File: src/rtl/ring_pkg.sv
// ring_pkg: defaults and shared types for the ring reader.
//   DEF_DATA_W   - sample width
//   DEF_ADDR_W   - ring address / index width
//   DEF_RAND_TMO - cycles to wait for ring_rand_valid before re-issuing
//   rd_state_t   - reader FSM state encoding
//   decode_len   - maps burst_len (0 means 128) to a beat count
package ring_pkg;
  localparam int unsigned DEF_DATA_W   = 14;
  localparam int unsigned DEF_ADDR_W   = 7;
  localparam int unsigned DEF_RAND_TMO = 6;
  localparam int unsigned CNT_W        = 8;

  typedef enum logic [1:0] {
    ST_IDLE      = 2'd0,
    ST_STREAM    = 2'd1,
    ST_RAND_REQ  = 2'd2,
    ST_RAND_WAIT = 2'd3
  } rd_state_t;

  // A zero burst length encodes the maximum burst of 128 samples.
  function automatic logic [CNT_W-1:0] decode_len(input logic [CNT_W-1:0] len);
    return (len == '0) ? CNT_W'(128) : len;
  endfunction
endpackage

File: src/rtl/ring_out_slice.sv
// ring_out_slice: single-entry valid/ready output register for the stream.
//   clk, rst          - clock, synchronous active-high reset
//   load              - capture load_data/load_last (caller guarantees room)
//   load_data/last    - beat to capture
//   m_tready          - downstream accept
//   m_tdata/valid/last - registered stream outputs, held while stalled
module ring_out_slice
  import ring_pkg::*;
#(
  parameter int unsigned W = DEF_ADDR_W + DEF_DATA_W
) (
  input  logic         clk,
  input  logic         rst,
  input  logic         load,
  input  logic [W-1:0] load_data,
  input  logic         load_last,
  input  logic         m_tready,
  output logic [W-1:0] m_tdata,
  output logic         m_tvalid,
  output logic         m_tlast
);

  always_ff @(posedge clk) begin
    if (rst) begin
      m_tdata  <= '0;
      m_tvalid <= 1'b0;
      m_tlast  <= 1'b0;
    end else if (load) begin
      m_tdata  <= load_data;
      m_tvalid <= 1'b1;
      m_tlast  <= load_last;
    end else if (m_tvalid && m_tready) begin
      m_tvalid <= 1'b0;
      m_tlast  <= 1'b0;
    end
  end

endmodule

File: src/rtl/ring_reader.sv
// ring_reader: streams bursts of samples from a ring front and services
// single random-read requests in between.
//   clk, rst                  - clock, synchronous active-high reset
//   ring_dout/ready/index     - ring front sample, valid, and its address
//   ring_rd_en                - pop ring front
//   ring_rand_addr/en/valid   - random-read request and data-valid
//   start, burst_len          - begin a burst (0 means 128 beats)
//   busy, done                - burst in progress / end-of-burst pulse
//   m_tdata/tvalid/tready/tlast - {index, sample} output stream
//   req_addr/valid/ready      - random-read request handshake
//   rsp_data/rsp_valid        - random-read response pulse
module ring_reader
  import ring_pkg::*;
#(
  parameter int unsigned DATA_W   = DEF_DATA_W,
  parameter int unsigned ADDR_W   = DEF_ADDR_W,
  parameter int unsigned RAND_TMO = DEF_RAND_TMO
) (
  input  logic                     clk,
  input  logic                     rst,
  input  logic [DATA_W-1:0]        ring_dout,
  input  logic                     ring_ready,
  input  logic [ADDR_W-1:0]        ring_index,
  output logic                     ring_rd_en,
  output logic [ADDR_W-1:0]        ring_rand_addr,
  output logic                     ring_rand_en,
  input  logic                     ring_rand_valid,
  input  logic                     start,
  input  logic [7:0]               burst_len,
  output logic                     busy,
  output logic                     done,
  output logic [ADDR_W+DATA_W-1:0] m_tdata,
  output logic                     m_tvalid,
  input  logic                     m_tready,
  output logic                     m_tlast,
  input  logic [ADDR_W-1:0]        req_addr,
  input  logic                     req_valid,
  output logic                     req_ready,
  output logic [DATA_W-1:0]        rsp_data,
  output logic                     rsp_valid
);

  localparam logic [CNT_W-1:0] TMO_LAST = CNT_W'(RAND_TMO - 1);

  rd_state_t        state_q, state_d;
  rd_state_t        ret_q, ret_d, ret_eff;
  logic [CNT_W-1:0] len_q;
  logic [CNT_W-1:0] beats_q;
  logic [CNT_W-1:0] tmo_q;
  logic             req_pending_q;
  logic             start_acc;
  logic             last_acc;
  logic             load_last;

  assign last_acc  = m_tvalid & m_tready & m_tlast;
  assign load_last = ((beats_q + CNT_W'(1)) == len_q);

  always_ff @(posedge clk) begin
    if (rst) begin
      state_q <= ST_IDLE;
      ret_q   <= ST_IDLE;
    end else begin
      state_q <= state_d;
      ret_q   <= ret_d;
    end
  end

  always_comb begin
    state_d      = state_q;
    ret_d        = ret_q;
    ring_rd_en   = 1'b0;
    ring_rand_en = 1'b0;
    req_ready    = 1'b0;
    start_acc    = 1'b0;
    // The output slice keeps draining during a random read, so a burst can
    // finish there; the return target then collapses to IDLE.
    ret_eff      = last_acc ? ST_IDLE : ret_q;
    if (!rst) begin
      case (state_q)
        ST_IDLE: begin
          req_ready = ~req_pending_q;
          if (start) begin
            start_acc = 1'b1;
            state_d   = ST_STREAM;
          end else if (req_pending_q) begin
            state_d = ST_RAND_REQ;
            ret_d   = ST_IDLE;
          end
        end
        ST_STREAM: begin
          ring_rd_en = ring_ready & (~m_tvalid | m_tready) & (beats_q < len_q) & ~req_pending_q;
          req_ready  = ~ring_rd_en & ~req_pending_q;
          if (req_pending_q) begin
            state_d = ST_RAND_REQ;
            ret_d   = last_acc ? ST_IDLE : ST_STREAM;
          end else if (last_acc) begin
            state_d = ST_IDLE;
          end
        end
        ST_RAND_REQ: begin
          ring_rand_en = ring_ready;
          ret_d        = ret_eff;
          if (ring_ready) state_d = ST_RAND_WAIT;
        end
        ST_RAND_WAIT: begin
          ret_d = ret_eff;
          if (ring_rand_valid) state_d = ret_eff;
          else if (tmo_q == TMO_LAST) state_d = ST_RAND_REQ;
        end
        default: state_d = ST_IDLE;
      endcase
    end
  end

  always_ff @(posedge clk) begin
    if (rst) begin
      len_q          <= '0;
      beats_q        <= '0;
      tmo_q          <= '0;
      req_pending_q  <= 1'b0;
      ring_rand_addr <= '0;
      busy           <= 1'b0;
      done           <= 1'b0;
      rsp_data       <= '0;
      rsp_valid      <= 1'b0;
    end else begin
      done      <= last_acc;
      rsp_valid <= 1'b0;
      // busy stays high through the done cycle and drops right after it.
      if (start_acc) begin
        len_q   <= decode_len(burst_len);
        beats_q <= '0;
        busy    <= 1'b1;
      end else if (done) begin
        busy <= 1'b0;
      end
      if (ring_rd_en) beats_q <= beats_q + CNT_W'(1);
      if (req_valid && req_ready) begin
        ring_rand_addr <= req_addr;
        req_pending_q  <= 1'b1;
      end
      if (ring_rand_en) tmo_q <= '0;
      else if (state_q == ST_RAND_WAIT) tmo_q <= tmo_q + CNT_W'(1);
      if (state_q == ST_RAND_WAIT && ring_rand_valid) begin
        rsp_data      <= ring_dout;
        rsp_valid     <= 1'b1;
        req_pending_q <= 1'b0;
      end
    end
  end

  ring_out_slice #(.W(ADDR_W + DATA_W)) u_out (
    .clk       (clk),
    .rst       (rst),
    .load      (ring_rd_en),
    .load_data ({ring_index, ring_dout}),
    .load_last (load_last),
    .m_tready  (m_tready),
    .m_tdata   (m_tdata),
    .m_tvalid  (m_tvalid),
    .m_tlast   (m_tlast)
  );

endmodule

File: config.mk
export PLATFORM = sky130hd
export DESIGN_NAME = ring_reader
export DESIGN_NICKNAME = d
export VERILOG_FILES = /design/src/rtl/ring_pkg.sv /design/src/rtl/ring_out_slice.sv /design/src/rtl/ring_reader.sv
export SDC_FILE = /design/constraint.sdc
export NUM_CORES = 1
export LEC_CHECK = 0
export BUFFER_PORTS_ARGS = -buffer_cell sky130_fd_sc_hd__clkbuf_2
export CORE_UTILIZATION = 52
export CTS_CLUSTER_DIAMETER = 80
export DETAILED_ROUTE_END_ITERATION = 10
export PLACE_DENSITY = 0.79
export SYNTH_ARGS = -nofsm -noshare
export SYNTH_HDL_FRONTEND = slang
export SYNTH_SLANG_ARGS = --single-unit
File: constraint.sdc
create_clock -name clk -period 2.5 [get_ports clk]
set_clock_uncertainty 0.05 [all_clocks]
set_input_delay 0.5 -clock clk [delete_from_list [all_inputs] [get_ports clk]]
set_output_delay 0.5 -clock clk [all_outputs]
set_load 0.05 [all_outputs]
## Yosys cells after proc, flatten, opt, wreduce, memory -nomap -nowiden

Index checks and enable logic that the tools add are counted.

- Magnitude comparators: 1
- Eq/ne operators: 12
- Mux-type cells: 32
- Bitwise logic cells: 10
- Reductions and logical operators: 13
- Add/sub/neg operators: 2

Operators with widths:

| operator | count |
|---|---|
| 2-to-1 mux 8 bit | 3 |
| 2-to-1 mux 2 bit | 11 |
| adder 8 x 1 -> 8 bit, second input constant | 2 |
| 2-to-1 mux 1 bit | 15 |
| inequality test 3 bit, second input constant | 3 |
| == test 8 x 3 -> 1 bit, second input constant | 1 |
| == test 8 bit | 1 |
| logical NOT 8 bit | 1 |
| less-than comparator 8 bit | 1 |
| inequality test 2 bit, second input constant | 4 |
| one-hot mux 2 bit (4 select lines) | 1 |
| bitwise AND 1 bit | 6 |
| one-hot mux 2 bit (3 select lines) | 1 |
| nonzero test 2 bit | 3 |
| OR reduction 2 bit | 3 |
| == test 2 bit, second input constant | 2 |
| AND reduction 4 bit | 1 |
| logical AND 1 bit | 3 |
| inverter 1 bit | 3 |
| AND reduction 3 bit | 1 |
| == test 2 x 1 -> 1 bit, second input constant | 1 |
| logical NOT 2 bit | 1 |
| one-hot mux 1 bit (2 select lines) | 1 |
| bitwise OR 1 bit | 1 |

- Register bits: 76
- Word-level logic and storage cells: 84

## Logic depth before layout (Yosys ltp)

Gate-level depths: netlist of run 1.

- Depth in word-level cells: 10
- Gate-level depth with buffers: 12
- Gate-level depth less buffers: 10

## Hierarchy

Synthesis of run 1 repeated with hierarchy kept, for this count alone.

- Cells, all modules: 380
- Area, all modules: 3,374.5 sq um

By module, submodules not included:

| module | cells each | sequential area each (sq um) | times used | area each (sq um) |
|---|---|---|---|---|
| ring_reader | 303 | 1,061.0 | 1 | 2,532.4 |
| ring_out_slice | 77 | 460.4 | 1 | 842.1 |

## Worst setup path after synthesis of run 1

Ideal clock, no wire load.

- Path kind: input-to-output
- Start point: in rst
- End point: out ring_rand_en
- Buffers on the path: 3
- Path slack: 205 ps
- Arrival: 1,745 ps
- Stages: 4
- Cell sequence: clkbuf_1 clkbuf_1 clkbuf_1 nor2_1

- Word-level cells in the longest chain between the ends: 1

Ends and longest elaborated chain:

| element | RTL line | RTL |
|---|---|---|
| start, declared | ring_reader.sv:20 | `input logic rst,` |
| 2-to-1 mux 1 bit | ring_reader.sv:78 | `if (!rst) begin` |
| end, declared | ring_reader.sv:26 | `output logic ring_rand_en,` |

Every way passes these cells.

## Worst setup path after layout of run 1

- Start point: reg beats_q[1]
- End point: out req_ready

- Word-level cells in the longest chain between the ends: 7

Ends and longest elaborated chain:

| element | RTL line | RTL |
|---|---|---|
| start, declared | ring_reader.sv:48 | `logic [CNT_W-1:0] beats_q;` |
| start signal, assigned | ring_reader.sv:137 | `if (ring_rd_en) beats_q <= beats_q + CNT_W'(1);` |
| less-than comparator 8 bit | ring_reader.sv:91 | `ring_rd_en = ring_ready & (~m_tvalid \| m_tready) & (beats_q < len_q) & ~req_pending_q;` |
| bitwise AND 1 bit (2 in series) | ring_reader.sv:91 |  |
| inverter 1 bit | ring_reader.sv:92 | `req_ready = ~ring_rd_en & ~req_pending_q;` |
| bitwise AND 1 bit | ring_reader.sv:92 |  |
| one-hot mux 1 bit (2 select lines) | ring_reader.sv:79 | `case (state_q)` |
| 2-to-1 mux 1 bit | ring_reader.sv:78 |  |
| end, declared | ring_reader.sv:38 | `output logic req_ready,` |

Every way passes these cells.

==> results of run 1 <==
## how the worst max path moves through the flow
stage	from	to	slack [ns]	depth (start not counted)
2_1_floorplan	rst	ring_rand_en	0.21	4
3_3_place_gp	len_q[5]	req_ready	0.23	8
3_5_place_dp	len_q[5]	req_ready	0.20	8
4_1_cts	len_q[5]	req_ready	0.004	8
5_1_grt	beats_q[1]	req_ready	-0.11	7
6_report	beats_q[1]	req_ready	-0.06	7
## through the flow
| stage | hold slack [ns] | utilization (%) | cells | power [mW] |
|---|---|---|---|---|
| floorplan | 0.3771 | - | 423 | 1.779 |
| global placement | 0.3855 | 62.52 | 578 | 1.918 |
| detailed placement | 0.4030 | 62.52 | 578 | 1.929 |
| CTS | 0.2895 | 66.94 | 598 | 2.970 |
| global route | 0.2985 | 67.39 | 598 | 3.104 |
| finish | 0.2927 | 67.39 | 598 | 2.980 |
## cell families after synthesis
kind of cell	Yosys count	share of synthesized area [%]
and+or+nand+nor	187	27.04
AOI/OAI and AO/OA	89	14.82
DFF	76	43.43
buffers and inverters	39	5.214
xor gates and xnor gates	13	3.250
adders and majority gates	11	3.929
muxes	8	2.321
## cell usage in the layout, fill, tap and decap left out, drive strengths merged, types with 2 or more instances in the layout
master,synthesis,layout
nand4,7,7
o211ai,2,2
clkinv,0,3
buf,11,17
nand2b,32,32
a211oi,4,4
xor2,8,8
bufinv,0,2
ha,11,11
clkbuf,14,100
nand2,78,78
nor2b,4,4
inv,14,15
mux2i,7,7
or3,3,3
o311ai,2,2
o21ai,31,31
and3,6,6
nor2,25,25
nor3,7,7
a21oi,35,35
nand3,13,13
a311o,2,2
o22ai,3,3
nand3b,5,5
dfxtp,76,76
xnor2,5,5
a31oi,4,4
## final cells by class
cell class              instances  share of cell area (%)
clock inverters                 6                   2.024
inverters                      14                   1.272
repair buffers                107                   13.53
flip-flops and latches         76                   35.53
multi-input cells             308                   42.47
clock buffers                  10                   2.949
well taps                      77                   2.226
## per-layer routing
layer	up-vias	share of wire [%]	GRT usage [%]
li1	1623	-	-
met1	1467	44	29.96
met2	92	49	40.24
met3	14	4.6	5.440
met4	0	1.8	10.97
met5	-	0	0
## sequential cells by signal (all words and copies together) (netlist names)
signal and count:
rsp_data 14, u_out.m_tdata 21, busy 1, rsp_valid 1
ring_rand_addr 7, ret_q 2, u_out.m_tlast 1, done 1
u_out.m_tvalid 1, req_pending_q 1, state_q 2, tmo_q 8
len_q 8, beats_q 8
## worst max-delay path, cell delays in order (launching register included)
cell and delay, ns:
dfxtp_4 0.36, ha_4 0.23, nor2b_4 0.12, o211ai_1 0.28
a21oi_2 0.14, nor2_4 0.13, and2b_2 0.25, buf_8 0.15
## repair_timing
action / 4_1_cts / 5_1_grt
endpoints found under the setup margin: 2 / 2
pin swaps: 4 / 4
setup buffers: 4 / 0
gates resized for setup: 12 / 12
hold endpoints to repair: 0 / 0
## power breakdown
group / internal, mW / switching (mW) / total [mW] / leakage [nW]
sequential: 1.28 / 0.0570 / 1.34 / 0.620
clock: 0.564 / 0.464 / 1.03 / 0.111
combinational: 0.211 / 0.405 / 0.616 / 1.12
==> impl_metrics.yaml, run 1 <==
sta:
  worstMarginPinSlew_ns: 0.7123
  finalCriticalPeriod_ns: 2.556
  finalHoldViolCount: 0
  finalSetupTns_ns: -0.07361
  rsz0062_at_grt: "true"
  timing.final.ws_setup_ns: -0.05602
  maxSlewHeadroom_pct: 52.34
  finalSetupViolCount: 2
  finalCritPeriodShare_pct: 102.2
  fmax_mhz: 391.2
  drv_slew: 0
critical_path:
  crit_path_end_kind: "output port"
  cp.required_ns: 1.95
  reg2reg_from: "beats_q[0]"
  cp-start-kind: "flip-flop"
  worstPathMaxFanout: 2
  r2r_end: "beats_q[3]"
  worst-setup-path-type: "flip-flop to output port"
  r2r_slack_ns: 0.17
  worstRegToRegCells: 11
  worstPathArrival_ns: 2.01
synthesis:
  ys_types: 54
  synthArstFlopShare_pct: 0
  yosysWarnings: 0
  avgSynthCellArea_sq_um: 8.282
  synth_area_leader_cell: "dfxtp_1"
  synth_most_common_cell: "nand2_1"
  synth_area_leaders: "dfxtp_1 (43%), nand2_1 (8.2%), nand2b_1 (5.7%)"
  synth-edff-count: 0
  synthesis.area_sq_mm: 0.003503
  synthCells: 423
  ys_ff_latch: 76
  synthFlopType: "dfxtp_1"
  synth_top_area_share_pct: 43.43
  synth_common_cells: "nand2_1 (77), dfxtp_1 (76), a21oi_1 (34)"
  syn_nets: 477
  ys_seq_area_share_pct: 43.43
route:
  wl_microns: 8358
  drtIter0Drc: 165
  vias_per_cell: 5.344
  ant_nets: 0
  drc: 10
  wire_per_inst_microns: 13.98
  vias: 3196
  firstDrtPassIters: 8
cts:
  clockBufferDepth: 2
  cts_sinks: 76
  insertion_delay_ns: 0.35
  cts.clk_slew.worst_paths_ns: 0.08
  cts_tree: "done"
  htreeDepth: 3
  cts_inserted_buffers: 9
  cts_hold_buf: 0
  ctsRootBufferMaster: "clkbuf_8"
global_route:
  grt_usage_pct: 24.24
  antenna_found_initial: 0
  grt_remaining_overflow: 0
  grt_pass1_vias: 2972
  grt_max_degree: 36
  grt_pass1_wl_microns: 13690
placed_design:
  dp_hpwl_microns: 5764
  dp_worst_setup_slack_ns: 0.1979
  port_buffers: 92
  gp_congestion: 0.9263
  placed_area_sq_mm: 0.004015
min_path:
  min_to: "u_out.m_tdata[19]"
  hold_depth: 3
  hp-class: "input port to flip-flop"
  hp-start: "ring_index[5]"
floorplan:
  die_w_microns: 84.08
  start_util_pct: 54.55
  die_h_microns: 84.08
  io_pins: 93
  rows: 29
  dieArea_sq_mm: 0.007069
  core-area_sq_mm: 0.006422
pwr:
  static-leakage-power_nw: 1.849
  vdd_drop_max_uv: 425.5
  pwr_density_cell_mw_per_mm2: 688.6
run_status:
  status: "finished, violations left"
  violations: "design-rule violations, negative setup slack"
final_layout:
  antenna_cells: 0
  area_delta_synth_final_pct: 23.54
  final_cell_area_sq_mm: 0.004328
  fill_cells: 530
  multiInputGateArea_sq_mm: 0.001838
  final_nets: 570
  regArea_sq_mm: 0.001538
  drive_above_1_share_pct: 28.98
flow_run:
  drv_cap: 0
No activity file was read; power rests on OpenSTA's default activity.
==> run 2: changes to the inputs <==
==> constraint.sdc (replaced) <==
create_clock -name clk -period 2.6 [get_ports clk]
set_clock_uncertainty 0.05 [all_clocks]
set_input_delay 0.52 -clock clk [delete_from_list [all_inputs] [get_ports clk]]
set_output_delay 0.52 -clock clk [all_outputs]
set_load 0.05 [all_outputs]
==> run 2 against run 1 <==
The run ends with design-rule violations left. Wire length is 1.4% lower. Global-route usage rose by 0.36 points. Hold slack gained 0.017 ns. Combinational power is 8.0% lower. Setup slack better by 0.080 ns. Register-to-register slack improved by 0.11 ns. Clock-buffer cell count shrank 1. Sequential cell count unchanged. Clock power fell by 5%. First-iteration DRC count grew 45%. Die area is the same. Critical path depth grew 1. Critical endpoint unchanged. Largest cell class unchanged.
==> impl_metrics.yaml, run 2 (synthesized netlist as in run 1, its figures left out) <==
run_status:
  status: "finished, violations left"
  violations: "design-rule violations"
pwr:
  static-leakage-power_nw: 1.813
  pwr_density_cell_mw_per_mm2: 664.8
  vdd_drop_max_uv: 429.5
global_route:
  grt_max_degree: 43
  grt_remaining_overflow: 0
  antenna_found_initial: 0
  grt_usage_pct: 24.60
  grt_pass1_vias: 3130
  grt_pass1_wl_microns: 13920
sta:
  drv_slew: 0
  finalHoldViolCount: 0
  fmax_mhz: 388.2
  finalSetupViolCount: 0
  rsz0062_at_grt: "true"
  finalCritPeriodShare_pct: 99.07
  worstMarginPinSlew_ns: 0.7034
  maxSlewHeadroom_pct: 52.93
  finalCriticalPeriod_ns: 2.576
critical_path:
  r2r_slack_ns: 0.28
  r2r_end: "beats_q[3]"
  worstPathArrival_ns: 2.01
  worst-setup-path-type: "flip-flop to output port"
  critical_path.max_stage_delay_ns: 0.34
  cp.required_ns: 2.03
  critical_path.top_delay_family: "simple AND/OR/NAND/NOR gates"
  worstRegToRegCells: 11
  reg2reg_from: "len_q[1]"
  cp_num_buf_inv: 2
  cp_cell_sequence: "inv_1 > ha_1 > nor2b_1 > o211ai_1 > a21oi_4 > nor2_4 > and2b_1 > buf_8"
  worstPathMaxFanout: 2
  crit_path_end_kind: "output port"
  cp_slowest_cell: "dfxtp_2"
  cp-start-kind: "flip-flop"
cts:
  cts_sinks: 76
  cts_inserted_buffers: 9
  ctsRootBufferMaster: "clkbuf_8"
  htreeDepth: 3
  clockBufferDepth: 2
  insertion_delay_ns: 0.35
  cts_hold_buf: 0
  cts.clk_slew.worst_paths_ns: 0.08
  cts_tree: "done"
final_layout:
  final_nets: 566
  top_register: "u_out.m_tdata"
  fill_cells: 560
  instances_no_fill: 593
  antenna_cells: 0
  area_delta_synth_final_pct: 21.93
  mostFrequentLayoutCells: "clkbuf_2 (90), nand2_1 (77), dfxtp_1 (71)"
  postLayoutCoreUtil_pct: 66.51
  final_common_cell: "clkbuf_2"
  drive_above_1_share_pct: 26.74
  reg.largest.list: "u_out.m_tdata (21), rsp_data (14)"
  largest_reg_flops: 21
route:
  firstDrtPassIters: 9
  wire_per_inst_microns: 13.90
  vias_per_cell: 5.359
  drtIter0Drc: 239
  ant_nets: 0
  drc: 11
  vias: 3178
  wl_microns: 8243
floorplan:
  io_pins: 93
  die_w_microns: 84.08
  dieArea_sq_mm: 0.007069
  core-area_sq_mm: 0.006422
  die_h_microns: 84.08
  rows: 29
  start_util_pct: 54.55
min_path:
  hp-start: "ring_index[0]"
  hold_depth: 3
  hp-class: "input port to flip-flop"
  min_to: "u_out.m_tdata[14]"
placed_design:
  dp_hpwl_microns: 5751
  port_buffers: 92
  dp.cells: 575
  gp_congestion: 0.8579
flow_run:
  drv_cap: 0
## run 2: changes by cell type in the layout (fill, tap and decap cells not counted), sizes merged
cell | before | now
inv | 15 | 14
clkbuf | 100 | 99
clkinvlp | 0 | 1
buf | 17 | 13
## run 2: final cells by class
| cell class | instances | area [sq um] | share of cell area, % |
|---|---|---|---|
| multi-input cells | 308 | 1821 | 42.62 |
| clock inverters | 6 | 90.09 | 2.109 |
| flip-flops and latches | 76 | 1530 | 35.82 |
| inverters | 14 | 55.05 | 1.289 |
| repair buffers | 103 | 555.5 | 13.01 |
| well taps | 77 | 96.34 | 2.255 |
| clock buffers | 9 | 123.9 | 2.900 |
## run 2: worst reg2reg max path: cells and delay by family (launching register included)
family	cells	cell delay [ns]
adders and majority gates	1	0.26
buffers and inverters	3	0.30
AOI/OAI and AO/OA	3	0.47
DFF	1	0.34
and+or+nand+nor	4	0.78
## run 2: how the worst max path moves through the flow
stage | cells after the start | from | to
CTS | 8 | len_q[1] | req_ready
global placement | 7 | beats_q[5] | req_ready
detailed placement | 10 | beats_q[5] | u_out.m_tdata[18]
finish | 8 | len_q[1] | req_ready
floorplan | 4 | rst | ring_rand_en
global route | 8 | len_q[1] | req_ready
## run 2: repair_timing
| action | CTS | global route |
|---|---|---|
| setup buffers | 0 | 3 |
| pin swaps | 1 | 3 |
| resized for setup | 8 | 6 |
| endpoints found under the setup margin | 2 | 2 |
## run 2: metal layers
metal	GRT usage (%)	vias up	share of wire, %
met5	0	-	0
met4	13.01	0	3.3
met3	4.451	24	4.6
met2	41.43	93	49
met1	29.83	1449	43
li1	-	1612	-
## run 2: report_power, final
group	switching, mW	internal, mW
sequential	0.0625	1.23
clock	0.445	0.537
combinational	0.374	0.193
## run 2: through the flow
step | area, sq um | hold slack (ns) | worst slack [ns] | TNS [ns] | total power, mW
CTS | 4224 | 0.3142 | 0.02098 | 0 | 2.820
floorplan | 3503 | 0.3771 | 0.2652 | 0 | 1.711
global placement | 3993 | 0.3868 | 0.3173 | 0 | 1.835
global route | 4272 | 0.3271 | -0.03826 | -0.04187 | 2.969
detailed placement | 3993 | 0.3942 | 0.2293 | 0 | 1.845
finish | 4272 | 0.3100 | 0.02426 | 0 | 2.840
